==> src/rtl/ysyx_22040895_opsel_stage.sv <==
// ysyx_22040895_opsel_stage
//   Operand-select stage between ID and EX. Picks operand 1 (rs1 / pc / zero)
//   and operand 2 (rs2 / imm / const 4), bypasses in-flight results from NFWD
//   later stages and registers both operands plus the forwarded rs2 (store
//   data) behind a valid/ready handshake. A load-use hazard (winning bypass
//   source still pending) holds the input off and bumps a saturating counter.
//
//   Ports
//     clk, rst                 clock, asynchronous active-high reset
//     flush_i                  kill registered op and drop current input
//     in_valid_i / in_ready_o  ID-side handshake
//     op1_sel_i, op2_sel_i     operand source selects
//     rs1_addr_i, rs2_addr_i   source register indices
//     rdata1_i, rdata2_i       register file read data
//     imm_i, pc_i              immediate and instruction PC
//     fwd_valid_i/pend_i/rd_i/data_i  bypass sources, index 0 youngest
//     out_valid_o / out_ready_i       EX-side handshake
//     opnum1_o, opnum2_o, rs2_val_o   registered operands
//     stall_cnt_o              saturating hazard-stall cycle count
module ysyx_22040895_opsel_stage #(
   parameter int XLEN    = 64,
   parameter int NFWD    = 2,
   parameter int STALL_W = 16
) (
   input  logic                   clk,
   input  logic                   rst,
   input  logic                   flush_i,
   input  logic                   in_valid_i,
   output logic                   in_ready_o,
   input  logic [1:0]             op1_sel_i,
   input  logic [1:0]             op2_sel_i,
   input  logic [4:0]             rs1_addr_i,
   input  logic [4:0]             rs2_addr_i,
   input  logic [XLEN-1:0]        rdata1_i,
   input  logic [XLEN-1:0]        rdata2_i,
   input  logic [XLEN-1:0]        imm_i,
   input  logic [XLEN-1:0]        pc_i,
   input  logic [NFWD-1:0]        fwd_valid_i,
   input  logic [NFWD-1:0]        fwd_pend_i,
   input  logic [5*NFWD-1:0]      fwd_rd_i,
   input  logic [XLEN*NFWD-1:0]   fwd_data_i,
   output logic                   out_valid_o,
   input  logic                   out_ready_i,
   output logic [XLEN-1:0]        opnum1_o,
   output logic [XLEN-1:0]        opnum2_o,
   output logic [XLEN-1:0]        rs2_val_o,
   output logic [STALL_W-1:0]     stall_cnt_o
);

   typedef struct packed {
      logic            hit;
      logic            pend;
      logic [XLEN-1:0] data;
   } byp_t;

   // Scan oldest to youngest so the youngest match overwrites the result;
   // x0 never matches and always reads as zero.
   function automatic byp_t bypass(input logic [4:0]           addr,
                                   input logic [XLEN-1:0]      rf,
                                   input logic [NFWD-1:0]      fv,
                                   input logic [NFWD-1:0]      fp,
                                   input logic [5*NFWD-1:0]    frd,
                                   input logic [XLEN*NFWD-1:0] fdat);
      byp_t r;
      r.hit  = 1'b0;
      r.pend = 1'b0;
      r.data = rf;
      if (addr == 5'd0) begin
         r.data = '0;
      end else begin
         for (int k = NFWD - 1; k >= 0; k--) begin
            if (fv[k] && (frd[5*k +: 5] == addr)) begin
               r.hit  = 1'b1;
               r.pend = fp[k];
               r.data = fdat[XLEN*k +: XLEN];
            end
         end
      end
      return r;
   endfunction

   function automatic logic [STALL_W-1:0] sat_inc(input logic [STALL_W-1:0] v);
      return (&v) ? v : v + 1'b1;
   endfunction

   byp_t            byp1, byp2;
   logic            hazard;
   logic            capture;
   logic [XLEN-1:0] op1_sel_val, op2_sel_val;

   logic                vld_p1;
   logic [XLEN-1:0]     op1_p1, op2_p1, rs2v_p1;
   logic [STALL_W-1:0]  stall_cnt_q;

   // ---- stage 0: bypass, hazard detect, operand select
   always_comb begin
      byp1 = bypass(rs1_addr_i, rdata1_i, fwd_valid_i, fwd_pend_i, fwd_rd_i, fwd_data_i);
      byp2 = bypass(rs2_addr_i, rdata2_i, fwd_valid_i, fwd_pend_i, fwd_rd_i, fwd_data_i);
   end

   // rs2 is always consumed as store data, so its hazard ignores op2_sel.
   assign hazard = (byp1.hit && byp1.pend && (op1_sel_i == 2'd0)) ||
                   (byp2.hit && byp2.pend);

   always_comb begin
      op1_sel_val = '0;
      case (op1_sel_i)
         2'd0:    op1_sel_val = byp1.data;
         2'd1:    op1_sel_val = pc_i;
         default: op1_sel_val = '0;
      endcase
   end

   always_comb begin
      op2_sel_val = '0;
      case (op2_sel_i)
         2'd0:    op2_sel_val = byp2.data;
         2'd1:    op2_sel_val = imm_i;
         2'd2:    op2_sel_val = {{(XLEN-3){1'b0}}, 3'b100};
         default: op2_sel_val = '0;
      endcase
   end

   assign in_ready_o = (!vld_p1 || out_ready_i) && !(in_valid_i && hazard);
   assign capture    = in_valid_i && in_ready_o && !flush_i;

   // ---- stage 1: registered operands
   always_ff @(posedge clk or posedge rst) begin
      if (rst) begin
         vld_p1      <= 1'b0;
         op1_p1      <= '0;
         op2_p1      <= '0;
         rs2v_p1     <= '0;
         stall_cnt_q <= '0;
      end else begin
         if (flush_i)
            vld_p1 <= 1'b0;
         else if (capture)
            vld_p1 <= 1'b1;
         else if (out_ready_i)
            vld_p1 <= 1'b0;

         if (capture) begin
            op1_p1  <= op1_sel_val;
            op2_p1  <= op2_sel_val;
            rs2v_p1 <= byp2.data;
         end

         if (in_valid_i && hazard && !flush_i)
            stall_cnt_q <= sat_inc(stall_cnt_q);
      end
   end

   assign out_valid_o = vld_p1;
   assign opnum1_o    = op1_p1;
   assign opnum2_o    = op2_p1;
   assign rs2_val_o   = rs2v_p1;
   assign stall_cnt_o = stall_cnt_q;

endmodule

==> config.mk <==
export PLATFORM = sky130hd
export DESIGN_NAME = ysyx_22040895_opsel_stage
export DESIGN_NICKNAME = d
export VERILOG_FILES = /design/src/rtl/ysyx_22040895_opsel_stage.sv
export SDC_FILE = /design/constraint.sdc
export NUM_CORES = 1
export LEC_CHECK = 0
export CORE_AREA = 2 2 246 248
export CTS_CLUSTER_SIZE = 28
export DETAILED_ROUTE_END_ITERATION = 7
export DIE_AREA = 0 0 248 250
export GPL_ROUTABILITY_DRIVEN = 0
export GPL_TIMING_DRIVEN = 0
export PLACE_DENSITY = 0.48
export SKIP_LAST_GASP = 1
export SYNTH_ARGS = -nofsm -noshare
export SYNTH_HDL_FRONTEND = slang
export SYNTH_SLANG_ARGS = --single-unit
==> constraint.sdc <==
create_clock -name clk -period 14.8 [get_ports clk]
set_input_delay 2.96 -clock clk [delete_from_list [all_inputs] [get_ports clk]]
set_output_delay 2.96 -clock clk [all_outputs]
set_load 0.1 [all_outputs]
Yosys cells after proc, flatten, opt, wreduce, memory -nomap -nowiden

Cells that the tools add are included.

Reduce and logical (&&, ||, !) cells: 24
Div/mod/pow operators: 0
Bitwise logic cells: 1
Shift-type cells: 0
Order comparisons: 0
$mul: 0
Multiplexer cells: 13
$add $sub $neg: 1
Eq/ne operators: 7

Operator list:

| cell                                                | number |
|---|---|
| 2-to-1 mux 66 bit                                   | 4 |
| case mux 64 bit (3 select lines)                    | 1 |
| 2-to-1 mux 64 bit                                   | 2 |
| case mux 64 bit (2 select lines)                    | 1 |
| equality test 5 bit                                 | 4 |
| adder 16 x 1 -> 16 bit, second input constant       | 1 |
| AND reduction 16 bit                                | 1 |
| logical AND 1 bit                                   | 12 |
| zero test 5 bit                                     | 2 |
| equality test 2 x 1 -> 1 bit, second input constant | 2 |
| zero test 2 bit                                     | 2 |
| 2-to-1 mux 2 bit                                    | 2 |
| zero test 1 bit                                     | 3 |
| 2-to-1 mux 1 bit                                    | 3 |
| nonzero test 3 bit                                  | 1 |
| equality test 2 bit, second input constant          | 1 |
| logical OR 1 bit                                    | 2 |
| AND reduction 2 bit                                 | 1 |
| NOT 1 bit                                           | 1 |

Register bits after elaboration: 209
Input bits: 417
Logic and storage cells: 51
Memories kept: 0
RAM bits: 0
Bits in latches: 0
ROM bits: 0
Output and inout port bits: 210

Logic depth before layout (Yosys ltp)

Gate-level depths: netlist (run 1).

Word-level depth: 15
Depth in mapped cells: 10
Depth with buffers taken out: 7

Worst setup path after synthesis (run 1)

OpenSTA, ideal clock, no wires.

Path kind: input to output
From: input port fwd_rd_i[1]
To: output port in_ready_o
Slack: 6.333 ns
Cell stages on the path: 7
Buffers on the path: 0
Data arrival time: 5.507 ns
Data required time: 11.840 ns
Cells stage by stage: xor2_1 nor4_2 a311oi_1 nor2_1 o22a_1 inv_1 a21oi_1

Cells in the longest elaborated chain, start to end: 10
Elaborated cells on any way between the ends: 15
Those cells by class: eq/ne: 2; mux: 4; reduce/logical: 9

Ends and longest elaborated chain:

| what                           | RTL line | text |
|---|---|---|
| start: declaration             | 40       | `input logic [5*NFWD-1:0] fwd_rd_i,` |
| equality test 5 bit            | 72       | `if (fv[k] && (frd[5*k +: 5] == addr)) begin` |
| logical AND 1 bit              | 72       |  |
| 2-to-1 mux 66 bit              | 72       |  |
| 2-to-1 mux 2 bit               | 68       | `if (addr == 5'd0) begin` |
| logical AND 1 bit (2 in a row) | 102      | `assign hazard = (byp1.hit && byp1.pend && (op1_sel_i == 2'd0)) \|\|` |
| logical OR 1 bit *             | 102      |  |
| logical AND 1 bit *            | 124      | `assign in_ready_o = (!vld_p1 \|\| out_ready_i) && !(in_valid_i && hazard);` |
| zero test 1 bit *              | 124      |  |
| logical AND 1 bit *            | 124      |  |
| end: declaration               | 29       | `output logic in_ready_o,` |

Every way passes the cells marked *; elsewhere a longest branch is shown, timed or not.

Worst setup path in the final report (run 1)

From: input port rs2_addr_i[2]
To: output port in_ready_o

Cells in the longest elaborated chain, start to end: 10
Elaborated cells on any way between the ends: 13
Those cells by class: eq/ne: 2; mux: 3; reduce/logical: 8

Ends and longest elaborated chain:

| what                           | RTL line | text |
|---|---|---|
| start: declaration             | 33       | `input logic [4:0] rs2_addr_i,` |
| equality test 5 bit            | 72       |  |
| logical AND 1 bit              | 72       |  |
| 2-to-1 mux 66 bit (2 in a row) | 72       |  |
| 2-to-1 mux 2 bit *             | 68       |  |
| logical AND 1 bit *            | 103      | `(byp2.hit && byp2.pend);` |
| logical OR 1 bit *             | 102      |  |
| logical AND 1 bit *            | 124      |  |
| zero test 1 bit *              | 124      |  |
| logical AND 1 bit *            | 124      |  |

Marks and branches as above.

==> impl_results.md, run 1 <==
- Sequential cell area: ~5200 um2
- Antenna violations before repair: 6
- Vias per inst: 4.89
- Post-layout util: between 30 and 40%
- Relative slew slack: -3.09%
- Status: finished, violations left
- Number of synthesized flops with an enable pin: 0
- Crit path arrival time: just over 6 ns
- Setup-failing EPs final: 0
- # resized after CTS: 0
- DRT Wirelength: 73.1 mm
- WL/cell: around 25 um
- Clock root buffer: clkbuf_16
- Final Power: 2.62 mW
- IO buf count: 626
- P per Cell Area: about 130 nW/um2
- Setup slack at placement: 5.76 ns
- Most frequent cells in the layout: 626 x clkdlybuf4s50_1, 395 x nand2_1, 209 x dfrtp_1
- Overflow after GRT: 0
- Sink Count: 209
- Average size of a mapped cell: roughly 8 um2
- Vias: 14400
- CP Class: input port to output pin
- Worst-path cell chain: clkdlybuf4s50_1 -> or4_1 -> nor2_1 -> o22a_1 -> inv_1 -> a21oi_1 -> clkdlybuf4s50_1
- Post-detail-place hpwl: around 58 mm
- RSZ-0062 raised after global routing: no
- Syn. warnings: 0
- Cells after DPL: 2888
- CTS Hold Buffers Added: 0
- Fin nets: 2555
- FMAX: 0.110 GHz
- Synthesized area: 12000 um2
- DR pass1 iterations: 5
- CTS tree: yes
- CTS Buf Count: 29
- Worst setup SP type: input port
- Critical Path Most Common Cell: clkdlybuf4s50_1
- Failing checks: capacitance limit, slew limit
- Fin Clk Skew: around 0.013 ns
- Die H: 250 um
- Synth cell types: 45
- Final Instance Count excl. Fillers: between 2000 and 3000
- Reported max-cap violation count: 1
- Commonest non-fill, non-tap cell in the layout: clkdlybuf4s50_1
- Drt initial violations: 881
- CP max-delay cell: clkdlybuf4s50_1
- H-Tree Depth: 1
- # fillers: 6316
- Multi-input logic area: 6180 um2
- Post-CTS Repair Setup Buffers: 0
- Hold Slack: 0.475 ns
- Post-route cell area: 20200 um2
- Post-synthesis sequential area ratio: a little over two fifths
- Fraction of registers with async set/reset: 100%
- CP max FO: 7
- Synth Register Bits: 209
- Vias in the first global route: 15100
- Fin crit share: roughly three fifths
- Crit path time final: 9.05 ns
- WP data required: 11.84 ns
- Setup_tns: 0 ns
- Slew Limit Fails: 11
- Synth Flop Type: dfrtp_1
- Fin worst setup slack: 5.75 ns
- Peak supply drop: between 0.00008 and 0.00009 V
- Largest net degree at the start of global routing: around 110
- Die area: 62000 um2
- Slew @ Worst Pin: 1.55 ns
- Leak Pwr: slightly below 8 nW
- Mapped Cells: between 1000 and 1500
- Worst-Skew Late Latency: between 0.5 and 0.6 ns
- Num rows: 90
- Worst min path class: flop to flop
- Routed Antenna Nets: 0
- Layout cells sized above 1: 4.83%
- Crit. End Element: output pin
- Initial Util: between 20% and 30%
- GRT Total Usage: a little under a quarter
- Maximum clock path buffer count: 3
- Core Region: roughly 60000 um2
- Worst-path clk slew: ~0.050 ns
- Placed cell area: between 15000 and 20000 um2
- I/O pin total: 627
- Area growth, synth to finish: 68.7%
- Worst path max stage delay: between 1 and 1.5 ns
- Net Count, Synth: 1895
- DRC viols: 0
- Global-route wire length before repair: 103 mm
- Hold Vio Cnt, Final: 0
- Die Width: around 250 um
-- cells in the mapped netlist, types with 2 or more instances --
cell type / count / area (um2)
a31oi_1: 127 / 795
buf_1: 6 / 22.5
xnor2_1: 25 / 219
nor4_2: 2 / 25.0
a311oi_1: 2 / 17.5
inv_1: 5 / 18.8
nand2_1: 395 / 1480
nor2_1: 72 / 270
buf_2: 36 / 180
o211ai_1: 64 / 480
dfrtp_1: 209 / 5230
o21ai_1: 2 / 10.0
nor3_1: 5 / 25.0
o21ai_0: 191 / 956
and4_1: 2 / 17.5
nand3_1: 12 / 60.1
xor2_1: 10 / 87.6
buf_4: 6 / 45.0
mux2i_1: 63 / 631
nand2b_1: 3 / 18.8
o31ai_1: 56 / 420
clkbuf_1: 81 / 304
buf_6: 2 / 22.5
a21oi_1: 67 / 335
nor2b_1: 4 / 25.0
nand4_1: 5 / 31.3
o31ai_2: 7 / 87.6
-- final cells by class --
type / count / share of cell area (%)
antenna: 5 / 0.0619
buffer: 131 / 2.84
clock buffer: 40 / 3.99
clock inverter: 7 / 0.421
inverter: 5 / 0.130
multi-input combinational: 1132 / 30.6
sequential: 209 / 25.9
tap: 782 / 4.84
timing repair buffer: 629 / 31.3
-- per-layer routing --
metal | vias up | GRT usage (%) | wire length (um)
met1 | 7054 | 27.1 | 29400
met2 | 618 | 39.5 | 35700
met3 | 108 | 5.43 | 5710
met5 | - | 0 | 54
met4 | 8 | 7.37 | 2210
li1 | 6594 | - | -
-- path summary, 6_finish.rpt --
path	startpoint	endpoint	slack, ns	depth (start not counted)
max	rs2_addr_i[2]	in_ready_o	5.75	7
min	rs2_val_o[20]	rs2_val_o[20]	0.48	2
max reg2reg	stall_cnt_o[0]	stall_cnt_o[14]	12.44	7
min reg2reg	rs2_val_o[20]	rs2_val_o[20]	0.48	2
max in group asynchronous	rst	rs2_val_o[51]	10.78	3
min in group asynchronous	rst	opnum2_o[62]	2.91	2
-- worst max-delay path: cells and delay by family --
| family | cells | cell delay [ns] |
|---|---|---|
| buffers and inverters | 3 | 1.69 |
| AO/OA/AOI/OAI | 2 | 0.43 |
| AND/OR/NAND/NOR | 2 | 1.01 |
-- registers in the layout, indices dropped and copies added, names as in the netlist --
name,flops
opnum1_o,64
opnum2_o,64
rs2_val_o,64
stall_cnt_o,16
out_valid_o,1
-- power by group --
group | internal, mW | switching, mW | total (mW)
Combinational | 0.318 | 0.903 | 1.22
Sequential | 0.659 | 0.0532 | 0.712
Clock | 0.408 | 0.279 | 0.687
Total | 1.39 | 1.23 | 2.62
-- kinds of logic after synthesis --
kind of cell	count (synthesis)	share of synthesized area, %
XOR/XNOR	35	2.56
AND/OR/NAND/NOR	508	16.8
adder cells (fa/ha/maj)	1	0.104
AO/OA/AOI/OAI	523	26.4
multiplexers	65	5.54
flip-flops	209	43.6
buffers and inverters	136	4.95
No activity file was read; power rests on OpenSTA's default activity.
==> run 2: changes to the inputs <==
--- a/config.mk
+++ b/config.mk
@@ -5,13 +5,13 @@
 export SDC_FILE = /design/constraint.sdc
 export NUM_CORES = 1
 export LEC_CHECK = 0
-export CORE_AREA = 2 2 246 248
+export CORE_AREA = 2 2 245 247
 export CTS_CLUSTER_SIZE = 28
 export DETAILED_ROUTE_END_ITERATION = 7
-export DIE_AREA = 0 0 248 250
+export DIE_AREA = 0 0 247 249
 export GPL_ROUTABILITY_DRIVEN = 0
 export GPL_TIMING_DRIVEN = 0
-export PLACE_DENSITY = 0.48
+export PLACE_DENSITY = 0.5
 export SKIP_LAST_GASP = 1
 export SYNTH_ARGS = -nofsm -noshare
 export SYNTH_HDL_FRONTEND = slang
==> constraint.sdc (replaced) <==
create_clock -name clk -period 7.9 [get_ports clk]
set_input_delay 1.58 -clock clk [delete_from_list [all_inputs] [get_ports clk]]
set_output_delay 1.58 -clock clk [all_outputs]
set_load 0.1 [all_outputs]
==> run 2 against run 1 <==
Compared with the run above:
- core utilization rose by 0.73 points
- largest power group unchanged
- setup slack got worse by 4.1 ns
- critical path type unchanged
- critical endpoint unchanged
- hold slack improved by 0.0015 ns
- sequential cell count did not move
- first-iteration DRC count fell by 2.0%
- the flow now finishes without violations
- clock skew rose by 0.0037 ns
- sequential power rose by 88%
- final area rose by 0.63%
- count of clock-buffer cells in the layout fell by 1
- die area fell by 0.80%
==> impl_results.md, run 2 (same netlist as run 1, synthesis figures left out) <==
- Sink Count: 209
- Maximum clock path buffer count: 3
- Critical Path Most Common Cell: clkdlybuf4s50_1
- Layout cells sized above 1: 5.28%
- FMAX: 0.159 GHz
- Drt initial violations: 863
- DRT Wirelength: 72.1 mm
- WL/cell: 24.6 um
- Leak Pwr: about 7.8 nW
- Fin crit share: 79.7%
- CP max FO: 7
- Commonest non-fill, non-tap cell in the layout: clkdlybuf4s50_1
- Worst-path clk slew: 0.05 ns
- Slew Limit Fails: 0
- Hold Vio Cnt, Final: 0
- Multi-input logic area: 6180 um2
- CTS Buf Count: 29
- Num rows: 89
- Clock root buffer: clkbuf_16
- Setup crit start: rs2_addr_i[2]
- IO buf count: approximately 630
- Largest net degree at the start of global routing: between 100 and 150
- Vias: 14300
- Fin Clk Skew: roughly 0.016 ns
- CTS Hold Buffers Added: 0
- Worst Hold Depth: 2
- Worst min path class: flop to flop
- Setup-failing EPs final: 0
- Hold Slack: 0.477 ns
- Worst path max stage delay: 1.14 ns
- Peak supply drop: 0.000147 V
- Worst r2r dst: stall_cnt_o[4]
- Hold_sp: rs2_val_o[24]
- RSZ-0062 raised after global routing: no
- Area growth, synth to finish: 69.7%
- Reg2reg start: stall_cnt_o[0]
- WP data required: 6.32 ns
- I/O pin total: 627
- Die Width: 247 um
- Setup_tns: 0 ns
- Hold endpoint: rs2_val_o[24]
- Die H: 249 um
- Global-route wire length before repair: ~100 mm
- Crit path time final: 6.30 ns
- Fin nets: 2555
- R2r worst-path depth: 7
- DR pass1 iterations: 5
- Post-detail-place hpwl: 56.9 mm
- CTS tree: yes
- Overflow after GRT: 0
- Slew @ Worst Pin: 1.30 ns
- Die area: slightly above 60000 um2
- Core Region: 58700 um2
- # fillers: 6216
- Status: finished clean
- Initial Util: slightly above 20%
- Vias per inst: just under 5
- CP max-delay cell: clkdlybuf4s50_1
- Sequential cell area: 5230 um2
- H-Tree Depth: 1
- Post-CTS Repair Setup Buffers: 0
- Crit. End Element: output pin
- Relative slew slack: between 10% and 20%
- Antenna violations before repair: 5
- Routed Antenna Nets: 0
- Most frequent cells in the layout: 626 x clkdlybuf4s50_1, 395 x nand2_1, 209 x dfrtp_1
- P per Cell Area: 250 nW/um2
- CP Class: input port to output pin
- DRC viols: 0
- Worst-Skew Late Latency: between 0.5 and 0.6 ns
- # resized after CTS: 0
- Vias in the first global route: 15300
- GRT Total Usage: between 20% and 30%
- Worst setup SP type: input port
- Crit path arrival time: 4.72 ns
- Reported max-cap violation count: 0
- Worst-path cell chain: clkdlybuf4s50_1 -> or4_1 -> nor2_1 -> o22a_1 -> inv_1 -> a21oi_1 -> clkdlybuf4s50_1
- Flop-to-flop setup slack: about 5.5 ns
-- run 2: changes by cell type in the layout (fill, tap and decap cells not counted), sizes merged --
cell      change
clkinvlp      +1
bufinv        +3
diode         -3
clkinv        +2
clkbuf        -1
inv           +1
-- run 2: power breakdown --
group          leakage (nW)  switching (mW)  internal (mW)
Sequential             2.62           0.103           1.23
Clock                 0.514           0.559          0.900
Combinational          4.70            1.69          0.596
Total                  7.83            2.36           2.73
-- run 2: area by class of cell --
class,count,area share [%]
Timing Repair Buffer,629,31.1
Clock buffer,39,4.09
Multi-Input combinational cell,1132,30.4
Inverter,5,0.129
Tap cell,773,4.75
Antenna cell,2,0.0246
Clock inverter,14,1.03
Buffer,131,2.82
Sequential cell,209,25.7
-- run 2: worst max-delay path by stage --
| stage | slack [ns] | cells after the start | to |
|---|---|---|---|
| 2_1_floorplan | 0.61 | 1 | opnum1_o[0] |
| 3_3_place_gp | -3.15 | 2 | opnum1_o[52] |
| 4_1_cts | 1.58 | 7 | in_ready_o |
| 6_report | 1.60 | 7 | in_ready_o |
| 5_1_grt | 1.47 | 7 | in_ready_o |
| 3_5_place_dp | 1.58 | 7 | in_ready_o |
-- run 2: metal layers --
metal	wire length (um)	up-vias	GRT usage [%]
met5	0	-	0
met4	2750	0	8.36
met3	5670	138	4.90
met2	35000	666	39.4
met1	28700	6927	27.1
li1	-	6599	-
-- run 2: metrics by stage --
stage                     total power [mW]  setup WS, ns  util [%]  cell area, um2  instances
final                                 5.09          1.60      34.7           20400       2934
after global routing                  5.27          1.47      34.7           20400       2934
after CTS                             5.14          1.58      34.7           20300       2932
after detailed placement              3.65          1.58      32.9           19300       2879
after global placement                3.64         -3.15      32.8           19200       2876
after floorplan                       2.85         0.611         -           12000       1477
-- run 2: worst max-delay path: cells and delay by family --
family	cells	cell delay, ns
AO/OA/AOI/OAI	2	0.43
buffers and inverters	3	1.69
AND/OR/NAND/NOR	2	1.00
==> run 3: changes to the inputs <==
--- a/config.mk
+++ b/config.mk
@@ -5,13 +5,13 @@
 export SDC_FILE = /design/constraint.sdc
 export NUM_CORES = 1
 export LEC_CHECK = 0
-export CORE_AREA = 2 2 245 247
+export CORE_AREA = 2 2 243 245
 export CTS_CLUSTER_SIZE = 28
 export DETAILED_ROUTE_END_ITERATION = 7
-export DIE_AREA = 0 0 247 249
+export DIE_AREA = 0 0 245 247
 export GPL_ROUTABILITY_DRIVEN = 0
 export GPL_TIMING_DRIVEN = 0
-export PLACE_DENSITY = 0.5
+export PLACE_DENSITY = 0.49
 export SKIP_LAST_GASP = 1
 export SYNTH_ARGS = -nofsm -noshare
 export SYNTH_HDL_FRONTEND = slang
==> constraint.sdc (replaced) <==
create_clock -name clk -period 6 [get_ports clk]
set_input_delay 1.2 -clock clk [delete_from_list [all_inputs] [get_ports clk]]
set_output_delay 1.2 -clock clk [all_outputs]
set_load 0.1 [all_outputs]
==> run 3 against run 2 <==
Compared with the run above:
- first-iteration DRC count is 0.23% higher
- register-to-register slack worse by 1.8 ns
- clock skew grew 0.00071 ns
==> impl_results.md, run 3 (same netlist as run 1, synthesis figures left out) <==
- Commonest non-fill, non-tap cell in the layout: clkdlybuf4s50_1
- Layout cells sized above 1: 5.45%
- Routed Antenna Nets: 0
- RSZ-0062 raised after global routing: no
- # fillers: 6146
- Antenna violations before repair: 6
- WL/cell: 24.4 um
- Die area: 60500 um2
- H-Tree Depth: 1
- Crit path time final: 5.57 ns
- Comb pwr share: 45.4%
- Post-CTS Repair Setup Buffers: 0
- CTS tree: yes
- Drt initial violations: 865
- Setup-failing EPs final: 0
- Final Instance Count excl. Fillers: approximately 3000
- Setup_tns: 0 ns
- Initial Util: 20.6%
- Slew Limit Fails: 0
- Clock power frac: between 20 and 30%
- Post-route cell area: 20400 um2
- Slew @ Worst Pin: 1.42 ns
- DR pass1 iterations: 7
- Area growth, synth to finish: 70.3%
- CP max-delay cell: clkdlybuf4s50_1
- Vias per inst: 4.87
- DRC viols: 0
- Worst min path class: flop to flop
- Overflow after GRT: 0
- Final Power: 6.66 mW
- Worst setup SP type: input port
- CTS Hold Buffers Added: 0
- CTS Buf Count: 30
- CP Class: input port to output pin
- Sink Count: 209
- Fin worst setup slack: 0.432 ns
- Worst-Skew Late Latency: 0.58 ns
- Status: finished clean
- Placed cell area: 19400 um2
- Cells after DPL: 2884
- Clock root buffer: clkbuf_16
- Reported max-cap violation count: 0
- Hold Vio Cnt, Final: 0
- Crit. End Element: output pin
- Fin Clk Skew: 0.0172 ns
- Worst-path cell chain: clkdlybuf4s50_1 -> or4_1 -> nor2_1 -> o22a_1 -> inv_1 -> a21oi_1 -> clkdlybuf4s50_1
- WP data required: 4.80 ns
- Internal power: 3.56 mW
- Fin nets: 2561
- Worst-path clk slew: 0.06 ns
- Psw: 3.10 mW
- Post-detail-place hpwl: between 50 and 60 mm
- Maximum clock path buffer count: 3
- IO buf count: 626
- GRT Total Usage: 22.9%
- Leak Pwr: 7.86 nW
- Crit path arrival time: 4.37 ns
- CP max FO: 7
- Die Width: 245 um
- Global-route wire length before repair: around 100 mm
- Critical Path Most Common Cell: clkdlybuf4s50_1
- I/O pin total: 627
- # resized after CTS: 0
- Vias: ~14000
- Num rows: 89
- CP bufs+invs: 3
- CP top delay family: buffers and inverters
- Largest net degree at the start of global routing: 39
- Worst path max stage delay: 1.16 ns
- Peak supply drop: 0.000225 V
- Core Region: a little under 60000 um2
- Die H: 247 um
- Sw Share: between 40% and 50%
- Fin crit share: 92.8%
- Setup slack at placement: between 0.4 and 0.5 ns
- Vias in the first global route: about 15000
- Relative slew slack: 5.18%
- Reg power frac: 26.4%
- DRT Wirelength: 71.6 mm
- FMAX: 0.180 GHz
- P per Cell Area: 326 nW/um2
- Most frequent cells in the layout: 626 x clkdlybuf4s50_1, 395 x nand2_1, 209 x dfrtp_1
run 3: per-stage QoR:
step,hold slack [ns],utilization [%]
5_1_grt,0.496,35.1
3_5_place_dp,0.467,33.3
2_1_floorplan,0.958,-
6_report,0.474,35.1
4_1_cts,0.479,35.1
3_3_place_gp,0.461,33.0
run 3: worst register-to-register path, cell delays in order, from the launching register on:
cell and delay, ns:
dfrtp_1 0.43, ha_1 0.25, and4_1 0.20, a21oi_1 0.32, nand3_1 0.12, o22ai_1 0.59, nand4_1 0.20, xnor2_1 0.16
run 3: area by class of cell:
class	instances	area (um2)	area share, %
clock inverter	8	103	0.502
timing repair buffer	634	6410	31.4
multi-input combinational	1132	6180	30.3
sequential	209	5230	25.6
clock buffer	46	932	4.56
inverter	5	22.5	0.110
tap	773	967	4.73
buffer	131	574	2.81
antenna	3	7.51	0.0367
run 3: final timing paths:
check                      slack, ns              end  depth (start not counted)      startpoint
hold / removal                  0.47    rs2_val_o[23]                          2   rs2_val_o[23]
min in group asynchronous       1.07    rs2_val_o[33]                          2             rst
setup reg to reg                3.63  stall_cnt_o[14]                          7  stall_cnt_o[0]
setup / recovery                0.43       in_ready_o                          7   rs2_addr_i[2]
max in group asynchronous       3.61   stall_cnt_o[7]                          6             rst
hold reg to reg                 0.47    rs2_val_o[23]                          2   rs2_val_o[23]
run 3: layer usage:
metal / track usage, % / vias to the layer above / share of wire, %
li1: - / 6614 / -
met1: 27.0 / 6957 / 39
met2: 40.2 / 626 / 49
met3: 6.39 / 114 / 8.6
met4: 6.80 / 8 / 2.9
met5: 0 / - / 0.074
run 3: power by group through the flow:
stage	combinational (mW)	sequential [mW]	clock [mW]
after floorplan	0.416	3.34	0
after global placement	3.02	1.77	0
after detailed placement	3.03	1.78	0
after CTS	3.04	1.76	1.93
after global routing	3.14	1.78	2.00
final	3.02	1.76	1.88
